$ cat config.mk
export PLATFORM = sky130hd
export DESIGN_NAME = estacao_reserva_add
export DESIGN_NICKNAME = d
export VERILOG_FILES = /design/src/rtl/estacao_reserva_add_pkg.sv /design/src/rtl/unidade_soma_sub.sv /design/src/rtl/estacao_reserva_add.sv
export SDC_FILE = /design/constraint.sdc
export NUM_CORES = 1
export LEC_CHECK = 0
export CAP_MARGIN = 20
export CORE_ASPECT_RATIO = 0.8
export CORE_MARGIN = 2
export CORE_UTILIZATION = 53
export CTS_BUF_LIST = sky130_fd_sc_hd__clkbuf_8
export DETAILED_ROUTE_END_ITERATION = 8
export GPL_TIMING_DRIVEN = 0
export PLACE_DENSITY = 0.88
export SYNTH_ARGS = -nofsm -noshare
export SYNTH_HDL_FRONTEND = slang
export SYNTH_SLANG_ARGS = --single-unit
export TNS_END_PERCENT = 20
$ cat constraint.sdc
create_clock -name Clock -period 3.87 [get_ports Clock]
set_input_delay 0.387 -clock Clock [delete_from_list [all_inputs] [get_ports Clock]]
set_output_delay 0.387 -clock Clock [all_outputs]
set_load 0.03 [all_outputs]
$ cat src/rtl/estacao_reserva_add_pkg.sv
// ---------------------------------------------------------------------------
// estacao_reserva_add_pkg
// Shared definitions for the ADD reservation station: producer tags seen on
// the common data bus, the "empty value" sentinel, opcode codes and the
// station state encoding. No ports; imported by the station and its datapath.
// ---------------------------------------------------------------------------
package estacao_reserva_add_pkg;

    // Producer tags; FREE means the operand value is already present
    localparam logic [2:0] TAG_FREE = 3'd0;
    localparam logic [2:0] TAG_ADD1 = 3'd1;
    localparam logic [2:0] TAG_ADD2 = 3'd2;

    // Value shown on idle result outputs and held in unused operand slots
    localparam logic [15:0] SENTINEL = 16'hFFF0;

    // Only SUB is decoded; every other opcode performs an add
    localparam logic [2:0] OP_ADD = 3'b001;
    localparam logic [2:0] OP_SUB = 3'b010;

    typedef enum logic [1:0] {
        IDLE      = 2'd0,
        WAIT_OPS  = 2'd1,
        EXEC      = 2'd2,
        BROADCAST = 2'd3
    } state_t;

    // True when a pending tag is satisfied by the current CDB broadcast
    function automatic logic tagHits(input logic [2:0] q,
                                     input logic       cdbValid,
                                     input logic [2:0] cdbTag);
        return (q != TAG_FREE) && cdbValid && (cdbTag == q);
    endfunction

endpackage

$ cat src/rtl/unidade_soma_sub.sv
// ---------------------------------------------------------------------------
// unidade_soma_sub
// Purely combinational 16-bit add/subtract unit. Carry and borrow are
// dropped, so results wrap modulo 2^16.
//   a_i   [15:0] in  : first operand (Vj)
//   b_i   [15:0] in  : second operand (Vk)
//   sub_i        in  : 1 = a_i - b_i, 0 = a_i + b_i
//   y_o   [15:0] out : result
// ---------------------------------------------------------------------------
module unidade_soma_sub (
    input  logic [15:0] a_i,
    input  logic [15:0] b_i,
    input  logic        sub_i,
    output logic [15:0] y_o
);

    always_comb begin
        if (sub_i) y_o = a_i - b_i;
        else       y_o = a_i + b_i;
    end

endmodule

$ cat src/rtl/estacao_reserva_add.sv
// ---------------------------------------------------------------------------
// estacao_reserva_add
// Single-entry Tomasulo reservation station for add/sub. Captures an
// instruction in IDLE, snoops the CDB for missing operands, executes for
// LATENCY cycles, then requests the CDB and holds the result until granted.
//   Clock, Reset (async, active-low)
//   Enable_VQ, Opcode, Vj, Vk, Qj, Qk, R_target : dispatch interface
//   CDB_Valid, CDB_Tag, CDB_Data                : CDB snoop
//   CDB_Grant                                   : arbiter grant
//   Busy, CDB_Req, Result_Tag/Data/Reg          : status and broadcast
// ---------------------------------------------------------------------------
module estacao_reserva_add
    import estacao_reserva_add_pkg::*;
#(
    parameter logic [2:0] STATION_ID = 3'd1,
    parameter int         LATENCY    = 2
) (
    input  logic        Clock,
    input  logic        Reset,
    input  logic        Enable_VQ,
    input  logic [2:0]  Opcode,
    input  logic [15:0] Vj,
    input  logic [15:0] Vk,
    input  logic [2:0]  Qj,
    input  logic [2:0]  Qk,
    input  logic [2:0]  R_target,
    input  logic        CDB_Valid,
    input  logic [2:0]  CDB_Tag,
    input  logic [15:0] CDB_Data,
    input  logic        CDB_Grant,
    output logic        Busy,
    output logic        CDB_Req,
    output logic [2:0]  Result_Tag,
    output logic [15:0] Result_Data,
    output logic [2:0]  Result_Reg
);

    // Counter reload: EXEC spans LATENCY edges, the last one at count 0
    localparam logic [2:0] LAT_M1 = 3'(LATENCY - 1);

    state_t      state_q,   state_d;
    logic [2:0]  opcode_q,  opcode_d;
    logic [2:0]  rtarget_q, rtarget_d;
    logic [15:0] vj_q,      vj_d;
    logic [15:0] vk_q,      vk_d;
    logic [2:0]  qj_q,      qj_d;
    logic [2:0]  qk_q,      qk_d;
    logic [2:0]  count_q,   count_d;
    logic [15:0] result_q,  result_d;
    logic [15:0] aluOut;

    unidade_soma_sub u_alu (
        .a_i   (vj_q),
        .b_i   (vk_q),
        .sub_i (opcode_q == OP_SUB),
        .y_o   (aluOut)
    );

    always_ff @(posedge Clock or negedge Reset) begin
        if (!Reset) begin
            state_q   <= IDLE;
            opcode_q  <= OP_ADD;
            rtarget_q <= 3'd0;
            vj_q      <= SENTINEL;
            vk_q      <= SENTINEL;
            qj_q      <= TAG_FREE;
            qk_q      <= TAG_FREE;
            count_q   <= 3'd0;
            result_q  <= SENTINEL;
        end else begin
            state_q   <= state_d;
            opcode_q  <= opcode_d;
            rtarget_q <= rtarget_d;
            vj_q      <= vj_d;
            vk_q      <= vk_d;
            qj_q      <= qj_d;
            qk_q      <= qk_d;
            count_q   <= count_d;
            result_q  <= result_d;
        end
    end

    always_comb begin
        state_d   = state_q;
        opcode_d  = opcode_q;
        rtarget_d = rtarget_q;
        vj_d      = vj_q;
        vk_d      = vk_q;
        qj_d      = qj_q;
        qk_d      = qk_q;
        count_d   = count_q;
        result_d  = result_q;

        unique case (state_q)
            IDLE: begin
                if (Enable_VQ) begin
                    opcode_d  = Opcode;
                    rtarget_d = R_target;
                    // An operand broadcast on the capture edge is taken directly
                    if (tagHits(Qj, CDB_Valid, CDB_Tag)) begin
                        vj_d = CDB_Data;
                        qj_d = TAG_FREE;
                    end else begin
                        vj_d = Vj;
                        qj_d = Qj;
                    end
                    if (tagHits(Qk, CDB_Valid, CDB_Tag)) begin
                        vk_d = CDB_Data;
                        qk_d = TAG_FREE;
                    end else begin
                        vk_d = Vk;
                        qk_d = Qk;
                    end
                    if (qj_d == TAG_FREE && qk_d == TAG_FREE) begin
                        state_d = EXEC;
                        count_d = LAT_M1;
                    end else begin
                        state_d = WAIT_OPS;
                    end
                end
            end
            WAIT_OPS: begin
                if (tagHits(qj_q, CDB_Valid, CDB_Tag)) begin
                    vj_d = CDB_Data;
                    qj_d = TAG_FREE;
                end
                if (tagHits(qk_q, CDB_Valid, CDB_Tag)) begin
                    vk_d = CDB_Data;
                    qk_d = TAG_FREE;
                end
                // Leave on the same edge the last tag clears
                if (qj_d == TAG_FREE && qk_d == TAG_FREE) begin
                    state_d = EXEC;
                    count_d = LAT_M1;
                end
            end
            EXEC: begin
                if (count_q == 3'd0) begin
                    result_d = aluOut;
                    state_d  = BROADCAST;
                end else begin
                    count_d = count_q - 3'd1;
                end
            end
            BROADCAST: begin
                if (CDB_Grant) state_d = IDLE;
            end
            default: state_d = IDLE;
        endcase
    end

    // All outputs decode registered state only
    always_comb begin
        Busy        = (state_q != IDLE);
        CDB_Req     = (state_q == BROADCAST);
        Result_Tag  = CDB_Req ? STATION_ID : TAG_FREE;
        Result_Data = CDB_Req ? result_q   : SENTINEL;
        Result_Reg  = CDB_Req ? rtarget_q  : 3'd0;
    end

endmodule

==> out/metrics.cfg, run 1 <==
[timing]
fin_crit_sh_pct = 89.22
worst_clock_skew_ns = 0.01218
drv_slew = 0
rsz0062_at_grt = no
worst_slack_ns = 0.4173
worstMarginPinSlew_ns = 0.7593
setup_tns_ns = 0
finalSetupViolCount = 0
hold_viol = 0
fmax_ghz = 0.2896
period_needed_ns = 3.453
relSlewSlack_pct = 49.38

[yosys]
ys.flop_type = dfstp_2
yosysUniqueCellTypes = 51
ys_ff_latch = 65
yosysTopAreaCell = dfstp_2
synthCells = 473
ys_seq_area_share_pct = 39.12
synth-edff-count = 0
yosys.area.top_type_share_pct = 22.73
async_flop_share_pct = 100.0
netlist_top_cells_count = 51 x nor2_1, 50 x a21oi_1, 37 x dfstp_2
ys_warn_count = 0
synth.area.top_cells = dfstp_2 23%, dfrtp_1 16%, mux2i_1 8.0%, ha_1 6.7%, xnor2_1 5.9%
netlist_area_mm2 = 0.004277
syn-mean-instance-area_um2 = 9.041
synth_most_common_cell = nor2_1

[power_and_ir_drop]
p_comb_share_pct = 63.3
vdd_drop_max_v = 0.0004219
clkPwrFrac_pct = 10.8
switching_share_pct = 45.93
switching_power_uw = 2493
p_leak_uw = 0.002394
powerDensity_mw_per_mm2 = 987.5
p_int_uw = 2934
seqPwrFrac_pct = 25.9

[clock_tree]
clock_latency_ns = 0.36
clkSinkCount = 65
cts_buffers = 9
clkTransAtPathRegs_ns = 0.07
cts_buffer_depth = 2
cts_tree = done
htreeDepth = 3
cts-root-buf = clkbuf_8

[global_routing]
grt.overflow.total = 0
grtUsageTotal_pct = 24.51
grt_max_degree = 36
grt_pass1_wl_um = 17230
grt_pass1_vias = 3596
antenna_found_initial = 0

[die]
core_mm2 = 0.007874
io_pins = 92
initial_utilization_pct = 54.31
die_area_mm2 = 0.008808
fp.dieW_um = 104.4
fp.dieH_um = 84.35
rows = 29

[placed_design]
placed_area_mm2 = 0.005291
port_buffers = 86
place_congestion = 0.9600
dp_slack_ns = 0.2150
dp_hpwl_um = 8290
dp.cells = 669

[final_layout]
design_area_mm2 = 0.005495
drive_gt1_share_pct = 13.34
final_cell_count_no_fill = 685
diodes = 0
area_growth_pct = 28.50
final_nets = 664

[worst_setup_path]
critPathKind = register to register
path_cells = nor3b_2 -> clkbuf_1 -> mux2i_1 -> fa_1 -> a21o_1 -> a211oi_1 -> o21ai_0 -> a21o_1 -> a21oi_1 -> xor2_1 -> o21ai_0
worstPathMaxFanout = 10
crit_path_start_kind = register
endpoint_kind = register
max_stage_delay_ns = 0.49
crit_family = compound AO/OA/AOI/OAI gates
crit_path_top_delay_cell = fa_1
cp.required_ns = 4.14
path_buf_inv = 1
cp_data_arrival_time_ns = 3.72

[drt]
dr.first_iter.drc_count = 265
wl_per_cell_um = 15.60
via_per_inst = 5.496
first_pass_iters = 5
vias = 3765
wl_um = 10680
ant_nets = 0
remaining_drc_errors = 0

[min_path]
hp-class = input port to asynchronous set/reset pin

[job]
maxCapViolCount = 0

[run_status]
status = completed

sequential cells by signal, summed over array words and instances, names as in the netlist:
name / cells
state_q: 2
vk_q: 16
vj_q: 16
rtarget_q: 3
result_q: 16
qj_q: 3
opcode_q: 3
count_q: 3
qk_q: 3
power groups by stage:
stage | combinational [µW] | sequential [µW] | clock, µW
global placement | 3210 | 1380 | 0
global route | 3760 | 1450 | 622
CTS | 3400 | 1400 | 588
floorplan | 2510 | 1330 | 0
detailed placement | 3360 | 1410 | 0
finish | 3440 | 1410 | 584
path summary, 6_finish.rpt:
| path | startpoint | cells past startpoint | end | slack (ns) |
|---|---|---|---|---|
| setup reg to reg | opcode_q[2] | 11 | result_q[8] | 0.42 |
| min in group Clock | result_q[9] | 2 | result_q[9] | 0.48 |
| hold / removal | Reset | 1 | opcode_q[1] | 0.07 |
| hold reg to reg | result_q[9] | 2 | result_q[9] | 0.48 |
| max in group asynchronous | Reset | 2 | result_q[4] | 3.11 |
| setup / recovery | opcode_q[2] | 11 | result_q[8] | 0.42 |
layer usage:
layer  routed length [µm]  vias up  global-route usage [%]  part of all wire, %
li1                     -     1827                       -                    -
met4                  171        0                   8.354                  1.6
met3                  672       15                   4.503                  6.3
met5                    0        -                       0                    0
met2                 5098      141                   41.35                   48
met1                 4739     1782                   31.97                   44
stage by stage:
step	utilization [%]	hold slack [ns]	total power, µW
after floorplan	-	0.09141	3838
after global placement	67.01	0.4504	4594
after detailed placement	67.20	0.4660	4769
after CTS	69.73	0.08513	5384
after global routing	69.79	0.1070	5825
final	69.79	0.06680	5426
what timing repair did:
action,CTS,global route
resized for setup,0,1
hold buffers,0,0
setup buffers,0,0
endpoints found under the setup margin,0,6
area by class of cell:
class / count / area [µm²]
Multi-Input combinational cell: 361 / 2409
Fill cell: 617 / 2379
Inverter: 24 / 90.09
Buffer: 24 / 113.9
Sequential cell: 65 / 1673
Tap cell: 108 / 135.1
Clock buffer: 11 / 151.4
Clock inverter: 5 / 47.55
Timing Repair Buffer: 87 / 875.8
cell usage in the layout, fill, tap and decap left out, drive strengths merged, types with 27 or more instances in the layout:
cell type | synthesis | routed
clkdlybuf4s50 | 0 | 85
a21oi | 52 | 52
mux2i | 34 | 34
nand2 | 29 | 29
xnor2 | 29 | 29
dfstp | 37 | 37
dfrtp | 28 | 28
clkbuf | 16 | 27
o21ai | 31 | 31
nor2 | 55 | 55
kinds of logic (layout without fill, tap and decap cells):
group	Yosys count	after routing	synth area share, %
AO/OA/AOI/OAI	116	116	15.77
XOR/XNOR	36	36	7.373
adder cells (fa/ha/maj)	24	24	7.197
buffers and inverters	48	151	4.769
flip-flops	65	65	39.12
multiplexers	40	40	9.538
other	1	2	0.08769
AND/OR/NAND/NOR	143	143	16.15
(Power assumes the default switching activity.)
==> run 2: changes to the inputs <==
CORE_UTILIZATION = 45   (was 53)
GPL_ROUTABILITY_DRIVEN = 0   (was unset)
MAX_ROUTING_LAYER = met4   (was unset)
PLACE_DENSITY = 0.77   (was 0.88)
==> out/metrics.cfg, run 2 (synthesis results as in run 1) <==
[worst_setup_path]
crit_family = compound AO/OA/AOI/OAI gates
cp.required_ns = 4.14
path_cells = nor3b_2 -> clkbuf_1 -> mux2i_1 -> fa_1 -> a21o_1 -> a211oi_1 -> o211ai_1 -> a31oi_1 -> o31ai_1 -> xnor2_1 -> o21ai_0
worstPathMaxFanout = 10
crit_path_start_kind = register
critPathKind = register to register
path_buf_inv = 1
endpoint_kind = register
cp_data_arrival_time_ns = 3.77
max_stage_delay_ns = 0.48
crit_path_top_delay_cell = fa_1

[clock_tree]
clock_latency_ns = 0.35
cts_buffer_depth = 2
post-cts-setup-buffers = 0
clkSinkCount = 65
cts_buffers = 9
clkTransAtPathRegs_ns = 0.07
htreeDepth = 3
cts-root-buf = clkbuf_8
cts_tree = done
postCtsHoldBufs = 0

[final_layout]
design_area_mm2 = 0.005460
diodes = 0
multi_input_area_mm2 = 0.002409
final_common_cell = clkdlybuf4s50_1
area_growth_pct = 27.68
register_area_mm2 = 0.001673
final_cell_count_no_fill = 692
final_nets = 664
final_cell_mix = 85 x clkdlybuf4s50_1, 51 x nor2_1, 50 x a21oi_1, 37 x dfstp_2, 34 x mux2i_1
fillers = 823
drive_gt1_share_pct = 13.17
reg_top3 = result_q: 16 flops, vj_q: 16 flops, vk_q: 16 flops

[job]
maxCapViolCount = 0

[timing]
period_needed_ns = 3.505
rsz0062_at_grt = no
worst_clock_skew_ns = 0.007902
worst_slack_ns = 0.3647
relSlewSlack_pct = 50.44
hold_viol = 0
setup_tns_ns = 0
fin_crit_sh_pct = 90.58
drv_slew = 0
fmax_ghz = 0.2853
finalSetupViolCount = 0
worstMarginPinSlew_ns = 0.7433

[die]
core_mm2 = 0.009154
die_area_mm2 = 0.01030
fp.dieW_um = 113.0
initial_utilization_pct = 46.72
io_pins = 92
rows = 31
fp.dieH_um = 91.20

[placed_design]
dp_slack_ns = 0.1064
dp_hpwl_um = 8210
dp.cells = 676
port_buffers = 86
placed_area_mm2 = 0.005300

[drt]
wl_per_cell_um = 14.94
vias = 3647
via_per_inst = 5.270
remaining_drc_errors = 7
ant_nets = 0
first_pass_iters = 7
wl_um = 10340
dr.first_iter.drc_count = 121

[min_path]
hp-class = input port to asynchronous set/reset pin

[global_routing]
grt_pass1_vias = 3553
antenna_found_initial = 0
grt.overflow.total = 0
grt_max_degree = 40
grtUsageTotal_pct = 21.71
grt_pass1_wl_um = 17270

[power_and_ir_drop]
powerDensity_mw_per_mm2 = 966.4
p_total_uw = 5277
p_leak_uw = 0.002379
vdd_drop_max_v = 0.0003931

[run_status]
violations = DRC
status = finished with violations

-- run 2: final timing paths --
path	startpoint	endpoint	slack, ns	cells after the start
max	opcode_q[2]	result_q[14]	0.36	11
min	Reset	qk_q[1]	0.05	1
max reg2reg	opcode_q[2]	result_q[14]	0.36	11
min reg2reg	result_q[5]	result_q[5]	0.48	2
max in group asynchronous	Reset	result_q[14]	3.13	2
min in group Clock	result_q[5]	result_q[5]	0.48	2
-- run 2: layout make-up --
type	instances	area share, %
Buffer	24	2.085
Clock buffer	9	2.269
Clock inverter	7	0.5729
Inverter	24	1.650
Multi-Input combinational cell	361	44.11
Sequential cell	65	30.64
Tap cell	115	2.635
Timing Repair Buffer	87	16.04
-- run 2: repair_timing --
item,4_1_cts,5_1_grt
hold endpoints to repair,0,0
setup endpoints to repair,0,5
resized for setup,0,1
-- run 2: metrics by stage --
step / util [%] / hold WS (ns)
5_1_grt: 59.65 / 0.08312
4_1_cts: 59.60 / 0.05571
6_report: 59.65 / 0.04738
3_3_place_gp: 57.74 / 0.4567
2_1_floorplan: - / 0.09141
3_5_place_dp: 57.90 / 0.4295
-- run 2: report_power, final --
group	leakage, µW	switching (µW)	internal, µW
combinational	0.00156	1930	1460
sequential	0.000725	259	1150
clock	0.0000963	259	221
-- run 2: per-layer routing --
layer	share of wire (%)	global-route usage [%]	wire (µm)
met1	48	29.64	4928
met2	45	32.38	4673
met3	5.9	5.407	614
met4	1.2	5.894	121
met5	0	-	0
